## src/rtl/fwd_hazard_unit_if.sv

```systemverilog
// Port bundle for fwd_hazard_unit: EX/ID pipeline inputs in, operand forwards and stall
// controls out. The pipeline side uses master and the hazard unit uses slave.
interface fwd_hazard_unit_if #(
   parameter int unsigned DATA_W  = 32,
   parameter int unsigned REG_W   = 5,
   parameter int unsigned NUM_FWD = 2,
   parameter int unsigned SEL_W   = 2,
   parameter int unsigned CNT_W   = 16
);
   logic [31:0]               exInstr;
   logic [31:0]               idInstr;
   logic [NUM_FWD*REG_W-1:0]  destVec;
   logic [NUM_FWD-1:0]        regWriteVec;
   logic [NUM_FWD*DATA_W-1:0] resultVec;
   logic [REG_W-1:0]          exDest;
   logic                      exMemRead;
   logic                      cntClear;
   logic [SEL_W-1:0]          fwdSelA;
   logic [SEL_W-1:0]          fwdSelB;
   logic [DATA_W-1:0]         fwdValA;
   logic [DATA_W-1:0]         fwdValB;
   logic                      stall;
   logic                      bubble;
   logic [CNT_W-1:0]          stallCnt;
   logic [CNT_W-1:0]          fwdCnt;

   modport master (
      output exInstr, idInstr, destVec, regWriteVec, resultVec, exDest, exMemRead, cntClear,
      input  fwdSelA, fwdSelB, fwdValA, fwdValB, stall, bubble, stallCnt, fwdCnt
   );

   modport slave (
      input  exInstr, idInstr, destVec, regWriteVec, resultVec, exDest, exMemRead, cntClear,
      output fwdSelA, fwdSelB, fwdValA, fwdValB, stall, bubble, stallCnt, fwdCnt
   );
endinterface

```

## src/rtl/fwd_hazard_unit.sv

```systemverilog
// N-stage EX operand forwarding selector plus load-use stall sequencer for the ID stage,
// with saturating stall/forward event counters for performance debug.
module fwd_hazard_unit #(
   parameter int unsigned DATA_W     = 32,
   parameter int unsigned REG_W      = 5,
   parameter int unsigned NUM_FWD    = 2,
   parameter int unsigned SEL_W      = 2,
   parameter int unsigned LOAD_STALL = 1,
   parameter int unsigned CNT_W      = 16
) (
   input logic              Clk,
   input logic              Rst,
   fwd_hazard_unit_if.slave bus
);

   typedef enum logic [0:0] {StIdle, StStall} state_e;

   // The detection cycle is the first stall cycle, so StStall lasts LOAD_STALL-1 cycles.
   localparam int unsigned StallLoad = (LOAD_STALL > 1) ? LOAD_STALL - 2 : 0;
   localparam logic [CNT_W-1:0] CntMax = {CNT_W{1'b1}};

   // Returns {rs_used, rt_used} for a 6-bit opcode.
   function automatic logic [1:0] op_use(input logic [5:0] op);
      logic [1:0] u;
      case (op)
         6'b100011, 6'b100000, 6'b100001, 6'b001000,
         6'b001100, 6'b001101, 6'b001110, 6'b001010: u = 2'b10;
         6'b000000, 6'b011100, 6'b101011, 6'b101001,
         6'b101000, 6'b000100, 6'b000101:            u = 2'b11;
         default:                                    u = 2'b00;
      endcase
      return u;
   endfunction

   logic [1:0]       ex_use;
   logic [1:0]       id_use;
   logic [REG_W-1:0] ex_rs;
   logic [REG_W-1:0] ex_rt;
   logic [REG_W-1:0] id_rs;
   logic [REG_W-1:0] id_rt;
   logic             unused_bits;

   assign ex_use = op_use(bus.exInstr[31:26]);
   assign id_use = op_use(bus.idInstr[31:26]);
   assign ex_rs  = REG_W'(bus.exInstr[25:21]);
   assign ex_rt  = REG_W'(bus.exInstr[20:16]);
   assign id_rs  = REG_W'(bus.idInstr[25:21]);
   assign id_rt  = REG_W'(bus.idInstr[20:16]);
   assign unused_bits = ^{bus.exInstr[15:0], bus.idInstr[15:0]};

   // ---------------------------------------------------------------------------------------
   // Forwarding selection
   // ---------------------------------------------------------------------------------------
   logic [SEL_W-1:0]  sel_a;
   logic [SEL_W-1:0]  sel_b;
   logic [DATA_W-1:0] val_a;
   logic [DATA_W-1:0] val_b;
   logic              hit_a;
   logic              hit_b;

   always_comb begin
      sel_a = '0;
      sel_b = '0;
      val_a = '0;
      val_b = '0;
      hit_a = 1'b0;
      hit_b = 1'b0;
      // Ascending scan; the first hit latches so the nearest stage wins.
      for (int unsigned k = 0; k < NUM_FWD; k++) begin
         if (!hit_a && ex_use[1] && (ex_rs != '0) && bus.regWriteVec[k] &&
             (bus.destVec[k*REG_W +: REG_W] == ex_rs)) begin
            hit_a = 1'b1;
            sel_a = SEL_W'(k + 1);
            val_a = bus.resultVec[k*DATA_W +: DATA_W];
         end
         if (!hit_b && ex_use[0] && (ex_rt != '0) && bus.regWriteVec[k] &&
             (bus.destVec[k*REG_W +: REG_W] == ex_rt)) begin
            hit_b = 1'b1;
            sel_b = SEL_W'(k + 1);
            val_b = bus.resultVec[k*DATA_W +: DATA_W];
         end
      end
   end

   assign bus.fwdSelA = sel_a;
   assign bus.fwdSelB = sel_b;
   assign bus.fwdValA = val_a;
   assign bus.fwdValB = val_b;

   // ---------------------------------------------------------------------------------------
   // Load-use hazard and stall FSM
   // ---------------------------------------------------------------------------------------
   logic   hazard;
   state_e state_q;
   state_e state_d;
   logic [3:0] cnt_q;
   logic [3:0] cnt_d;
   logic   stall_raw;
   logic   stall;

   assign hazard = bus.exMemRead && (bus.exDest != '0) &&
                   ((id_use[1] && (id_rs == bus.exDest)) ||
                    (id_use[0] && (id_rt == bus.exDest)));

   always_ff @(posedge Clk or negedge Rst) begin
      if (!Rst) begin
         state_q <= StIdle;
         cnt_q   <= '0;
      end else begin
         state_q <= state_d;
         cnt_q   <= cnt_d;
      end
   end

   always_comb begin
      state_d = state_q;
      cnt_d   = cnt_q;
      unique case (state_q)
         StIdle: begin
            // A one-cycle stall is fully covered by the detection cycle.
            if (hazard && (LOAD_STALL > 1)) begin
               state_d = StStall;
               cnt_d   = 4'(StallLoad);
            end
         end
         StStall: begin
            if (cnt_q == 4'd0) begin
               state_d = StIdle;
            end else begin
               cnt_d = cnt_q - 4'd1;
            end
         end
         default: state_d = StIdle;
      endcase
   end

   always_comb begin
      stall_raw = 1'b0;
      unique case (state_q)
         StIdle:  stall_raw = hazard;
         StStall: stall_raw = 1'b1;
         default: stall_raw = 1'b0;
      endcase
   end

   // Gated by reset so the outputs drop at once, even mid-stall.
   assign stall      = stall_raw & Rst;
   assign bus.stall  = stall;
   assign bus.bubble = stall;

   // ---------------------------------------------------------------------------------------
   // Saturating performance counters
   // ---------------------------------------------------------------------------------------
   logic [CNT_W-1:0] stall_cnt_q;
   logic [CNT_W-1:0] stall_cnt_d;
   logic [CNT_W-1:0] fwd_cnt_q;
   logic [CNT_W-1:0] fwd_cnt_d;
   logic             fwd_active;

   assign fwd_active = (sel_a != '0) || (sel_b != '0);

   always_comb begin
      stall_cnt_d = stall_cnt_q;
      fwd_cnt_d   = fwd_cnt_q;
      if (bus.cntClear) begin
         stall_cnt_d = '0;
         fwd_cnt_d   = '0;
      end else begin
         if (stall && (stall_cnt_q != CntMax)) begin
            stall_cnt_d = stall_cnt_q + CNT_W'(1);
         end
         if (fwd_active && (fwd_cnt_q != CntMax)) begin
            fwd_cnt_d = fwd_cnt_q + CNT_W'(1);
         end
      end
   end

   always_ff @(posedge Clk or negedge Rst) begin
      if (!Rst) begin
         stall_cnt_q <= '0;
         fwd_cnt_q   <= '0;
      end else begin
         stall_cnt_q <= stall_cnt_d;
         fwd_cnt_q   <= fwd_cnt_d;
      end
   end

   assign bus.stallCnt = stall_cnt_q;
   assign bus.fwdCnt   = fwd_cnt_q;

endmodule

```

## src/flat_wrapper.sv

```systemverilog
// flat-port wrapper written by rule: the top's interface ports become plain ports
module fwd_hazard_unit_flat 
#(
   parameter int unsigned DATA_W     = 32,
   parameter int unsigned REG_W      = 5,
   parameter int unsigned NUM_FWD    = 2,
   parameter int unsigned SEL_W      = 2,
   parameter int unsigned LOAD_STALL = 1,
   parameter int unsigned CNT_W      = 16
)
  (Clk, Rst, bus_exInstr, bus_idInstr, bus_destVec, bus_regWriteVec, bus_resultVec, bus_exDest, bus_exMemRead, bus_cntClear, bus_fwdSelA, bus_fwdSelB, bus_fwdValA, bus_fwdValB, bus_stall, bus_bubble, bus_stallCnt, bus_fwdCnt);
  fwd_hazard_unit_if #(.DATA_W(DATA_W), .REG_W(REG_W), .NUM_FWD(NUM_FWD), .SEL_W(SEL_W), .CNT_W(CNT_W)) bus_i ();
  input logic Clk;
  input logic Rst;
  input wire logic [$bits(bus_i.exInstr)-1:0] bus_exInstr;
  input wire logic [$bits(bus_i.idInstr)-1:0] bus_idInstr;
  input wire logic [$bits(bus_i.destVec)-1:0] bus_destVec;
  input wire logic [$bits(bus_i.regWriteVec)-1:0] bus_regWriteVec;
  input wire logic [$bits(bus_i.resultVec)-1:0] bus_resultVec;
  input wire logic [$bits(bus_i.exDest)-1:0] bus_exDest;
  input wire logic [$bits(bus_i.exMemRead)-1:0] bus_exMemRead;
  input wire logic [$bits(bus_i.cntClear)-1:0] bus_cntClear;
  output wire logic [$bits(bus_i.fwdSelA)-1:0] bus_fwdSelA;
  output wire logic [$bits(bus_i.fwdSelB)-1:0] bus_fwdSelB;
  output wire logic [$bits(bus_i.fwdValA)-1:0] bus_fwdValA;
  output wire logic [$bits(bus_i.fwdValB)-1:0] bus_fwdValB;
  output wire logic [$bits(bus_i.stall)-1:0] bus_stall;
  output wire logic [$bits(bus_i.bubble)-1:0] bus_bubble;
  output wire logic [$bits(bus_i.stallCnt)-1:0] bus_stallCnt;
  output wire logic [$bits(bus_i.fwdCnt)-1:0] bus_fwdCnt;
  assign bus_i.exInstr = bus_exInstr;
  assign bus_i.idInstr = bus_idInstr;
  assign bus_i.destVec = bus_destVec;
  assign bus_i.regWriteVec = bus_regWriteVec;
  assign bus_i.resultVec = bus_resultVec;
  assign bus_i.exDest = bus_exDest;
  assign bus_i.exMemRead = bus_exMemRead;
  assign bus_i.cntClear = bus_cntClear;
  assign bus_fwdSelA = bus_i.fwdSelA;
  assign bus_fwdSelB = bus_i.fwdSelB;
  assign bus_fwdValA = bus_i.fwdValA;
  assign bus_fwdValB = bus_i.fwdValB;
  assign bus_stall = bus_i.stall;
  assign bus_bubble = bus_i.bubble;
  assign bus_stallCnt = bus_i.stallCnt;
  assign bus_fwdCnt = bus_i.fwdCnt;
  fwd_hazard_unit #(.DATA_W(DATA_W), .REG_W(REG_W), .NUM_FWD(NUM_FWD), .SEL_W(SEL_W), .LOAD_STALL(LOAD_STALL), .CNT_W(CNT_W)) u_core (.Clk(Clk), .Rst(Rst), .bus(bus_i));
endmodule
```

## config.mk

```make
export PLATFORM = sky130hd
export DESIGN_NAME = fwd_hazard_unit_flat
export DESIGN_NICKNAME = d
export VERILOG_FILES = /design/src/rtl/fwd_hazard_unit_if.sv /design/src/rtl/fwd_hazard_unit.sv /design/src/flat_wrapper.sv
export SDC_FILE = /design/constraint.sdc
export NUM_CORES = 1
export LEC_CHECK = 0
export ABC_AREA = 1
export CAP_MARGIN = 30
export CORE_MARGIN = 4
export CORE_UTILIZATION = 35
export CTS_CLUSTER_DIAMETER = 100
export DETAILED_ROUTE_END_ITERATION = 10
export PLACE_DENSITY = 0.86
export SYNTH_ARGS = -nofsm -noshare
export SYNTH_HDL_FRONTEND = slang
export SYNTH_SLANG_ARGS = --single-unit
```

## constraint.sdc

```tcl
create_clock -name Clk -period 2.05 [get_ports Clk]
set_clock_uncertainty 0.15 [all_clocks]
set_input_delay 0.205 -clock Clk [delete_from_list [all_inputs] [get_ports Clk]]
set_output_delay 0.205 -clock Clk [all_outputs]
set_load 0.02 [all_outputs]
```

==> summary.txt <==
Synthesis
  • Yosys warnings: 0
  • Synthesized flop and latch total: 37
  • Sequential fraction of the synthesis area: 24.14%
  • Post-synthesis cell area: 0.003836 mm2
  • Syn_area_per_cell: 6.258 um2
  • Gate Count Post-Synth: 613
  • Library cells used by synthesis: 37
  • Syn nets: 765

Layout
  • Final net count: 1028
  • Final Instance Area: 0.007525 mm2
  • Share of cells above drive strength 1: 33.30%
  • # diodes: 0
  • Non-filler instance count after layout: 1013
  • Area growth syn-to-layout: 96.15%

Critical path
  • Worst path slowest cell: a21oi_4
  • Top delay family on crit path: buffers and inverters
  • Maximum fanout along the worst path: 8
  • Reg2reg start: u_core.bus.fwdCnt[0]
  • Setup crit start: bus_exInstr[27]
  • Required time of the critical path: 1.69 ns
  • CP max stage delay: 0.24 ns
  • Worst EP arrival: 1.71 ns
  • Worst Setup Start Kind: input pin
  • Worst path bufs/invs: 5
  • Critical Path Stages: 11
  • Most frequent CP cell: nand2_4
  • Critical path endpoint category: output pin
  • Worst Reg-to-Reg Cells: 9
  • Critical path class: input pin to output pin
  • Worst path cell trace: buf_8 > inv_6 > nand2_4 > o21ai_4 > nand2_2 > a21oi_4 > nand2_4 > buf_12 > buf_16 > o22ai_4 > buf_6
  • R2R Setup Slk: 0.14 ns
  • FF-to-FF End: u_core.bus.fwdCnt[10]

Placed design
  • Placed insts: 982
  • RD Place Congestion: 0.9244
  • HPWL after DPL: 11.95 mm
  • Port Buffers: 218
  • Placed Area: 0.006431 mm2

Die
  • Die H: 112.7 um
  • Core area: 0.01051 mm2
  • Initial Util: 36.50%
  • Die area: 0.01270 mm2
  • DIE WIDTH: 112.7 um
  • # IOs: 251
  • Row cnt: 37

Clock network
  • Num CTS Buffers: 5
  • CTS tree: done
  • H-tree level count: 2
  • Sink Count: 37
  • Clk root buf: clkbuf_8
  • Clock Path Buffers: 2
  • Reg clk slew, reported paths: 0.09 ns
  • Insertion delay of the later-clocked pin in the worst-skew pair: 0.30 ns

STA
  • Pins Over Slew Limit: 0
  • Final min period: 2.067 ns
  • Period utilization: 100.8%
  • TNS Setup: -0.01840 ns
  • Final WS setup: -0.01732 ns
  • F_max: 483.7 MHz
  • Worst slew pin tran: 0.4969 ns
  • RSZ-0062 raised after global routing: yes
  • Worst slew margin: 66.87%
  • Final Hold Viols: 0
  • Final setup vio count: 2

Worst hold path
  • Hold path start: u_core.cnt_q[3]
  • WHS Endpoint: u_core.cnt_q[3]
  • Worst min path class: flip-flop to flip-flop
  • Hold depth: 1

Drt
  • TritonRoute pass-1 iters: 5
  • DRT iter0 DRCs: 385
  • DR vias: 5318
  • Vias per std cell: 5.250
  • Routed wire per std cell: 17.91 um
  • Antenna viol nets, final: 0
  • WL final: 18.15 mm
  • # DRC: 0

GRT
  • First-pass GRT wire length: 26.31 mm
  • Tot GR Track Use: 25.44%
  • Met3 Resource Use GR: 4.813%
  • Vias in the first global route: 5246
  • Grt met1 use: 29.96%
  • Grt peak-use layer: met2
  • M2 GR Usage: 45.18%
  • Total gr overflow: 0
  • Initial antenna violation count: 0
  • Largest net degree at the start of global routing: 43

Power
  • Max IR drop VDD: 0.0002819 V
  • Pwr/cell area: 273.4 mW/mm2
  • Lkg Pwr: 0.003776 uW

Outcome
  • Outcome: finished, violations left
  • Violated checks: negative setup slack

Run
  • Maxcap violations: 0
where the power goes:
group / leakage (uW) / switching, uW / internal [uW]
Combinational: 0.00323 / 407 / 373
Clock: 0.0000364 / 290 / 239
Sequential: 0.000515 / 10.9 / 737
Total: 0.00378 / 708 / 1350
synth_stat cells, drive strengths merged:
library cell	instances	share of area (%)
buf	14	2.3
nand3b	1	0.20
dfrtp	37	24
o22ai	65	11
ha	3	0.98
nor3b	2	0.39
o21ai	16	2.2
nor4	1	0.16
nor2	53	5.7
a21oi	3	0.39
xnor2	12	2.7
xor2	23	5.3
nand4	23	3.9
and3	1	0.16
or2	1	0.16
nor3	13	1.8
nand3	56	9.5
a21boi	1	0.20
clkbuf	11	1.1
o211ai	4	0.91
nand2	145	15
inv	128	13
per-layer routing:
layer,up-vias,share of wire [%]
met5,-,0
met4,0,3.9
met3,55,6.9
met2,264,51
met1,2484,39
li1,2515,-
area by class of cell:
class / count / area [um2]
Clock buffer: 5 / 68.82
Clock inverter: 3 / 22.52
Fill cell: 789 / 2984
Inverter: 128 / 488.0
Multi-Input combinational cell: 423 / 3020
Sequential cell: 37 / 925.9
Tap cell: 136 / 170.2
Timing Repair Buffer: 281 / 2829
through the flow:
step           power [uW]  utilization (%)  setup slack [ns]  hold WS (ns)
4_1_cts              1979            67.21         -0.007393        0.3653
5_1_grt              2148            71.60          -0.09884        0.3934
6_report             2057            71.60          -0.01732        0.3575
3_3_place_gp         1388            61.20           -0.8440        0.1695
2_1_floorplan        1005                -           0.09381       -0.2406
3_5_place_dp         1394            61.20           -0.8845        0.1731
registers in the layout, summed over array words and instances, names as in the netlist:
| register | count |
|---|---|
| u_core.bus.fwdCnt | 16 |
| u_core.bus.stallCnt | 16 |
| u_core.cnt_q | 4 |
| u_core.state_q | 1 |
timing repair:
action | in CTS | in global routing
pin swaps | 26 | 38
hold buffers | 1 | 0
cloned | 10 | 1
setup endpoints to repair | 86 | 71
setup buffers | 11 | 3
resized for setup | 503 | 137
endpoints found under the hold margin | 37 | 0
logic make-up after synthesis:
logic type	share of synthesized area [%]
AOI/OAI and AO/OA	14.29
DFF	24.14
and+or+nand+nor	36.76
buffers and inverters	15.85
adders and majority gates	0.9786
xor gates and xnor gates	7.991
placed cells by master (no fill, tap or decap), types with 9 or more instances in the layout:
master	instances
buf_2	21
inv_2	17
o22ai_1	14
xor2_1	23
nand2_4	9
inv_1	109
nor2_1	44
nand2_2	9
o22ai_2	24
nor3_1	11
nand4_1	22
nand2_1	126
nand3_2	16
dfrtp_1	37
buf_4	67
xnor2_1	10
o22ai_4	27
buf_6	38
buf_12	11
clkdlybuf4s50_1	109
nand3_1	38
worst max path at each step:
| stage | slack [ns] | to |
|---|---|---|
| 2_1_floorplan | 0.09 | u_core.bus.fwdCnt[15] |
| 3_3_place_gp | -0.84 | bus_fwdValA[19] |
| 3_5_place_dp | -0.88 | bus_fwdValA[19] |
| 4_1_cts | -0.007 | bus_fwdValA[15] |
| 5_1_grt | -0.1 | bus_fwdValA[15] |
| 6_report | -0.02 | bus_fwdValA[15] |
No activity file was read; power rests on OpenSTA's default activity.
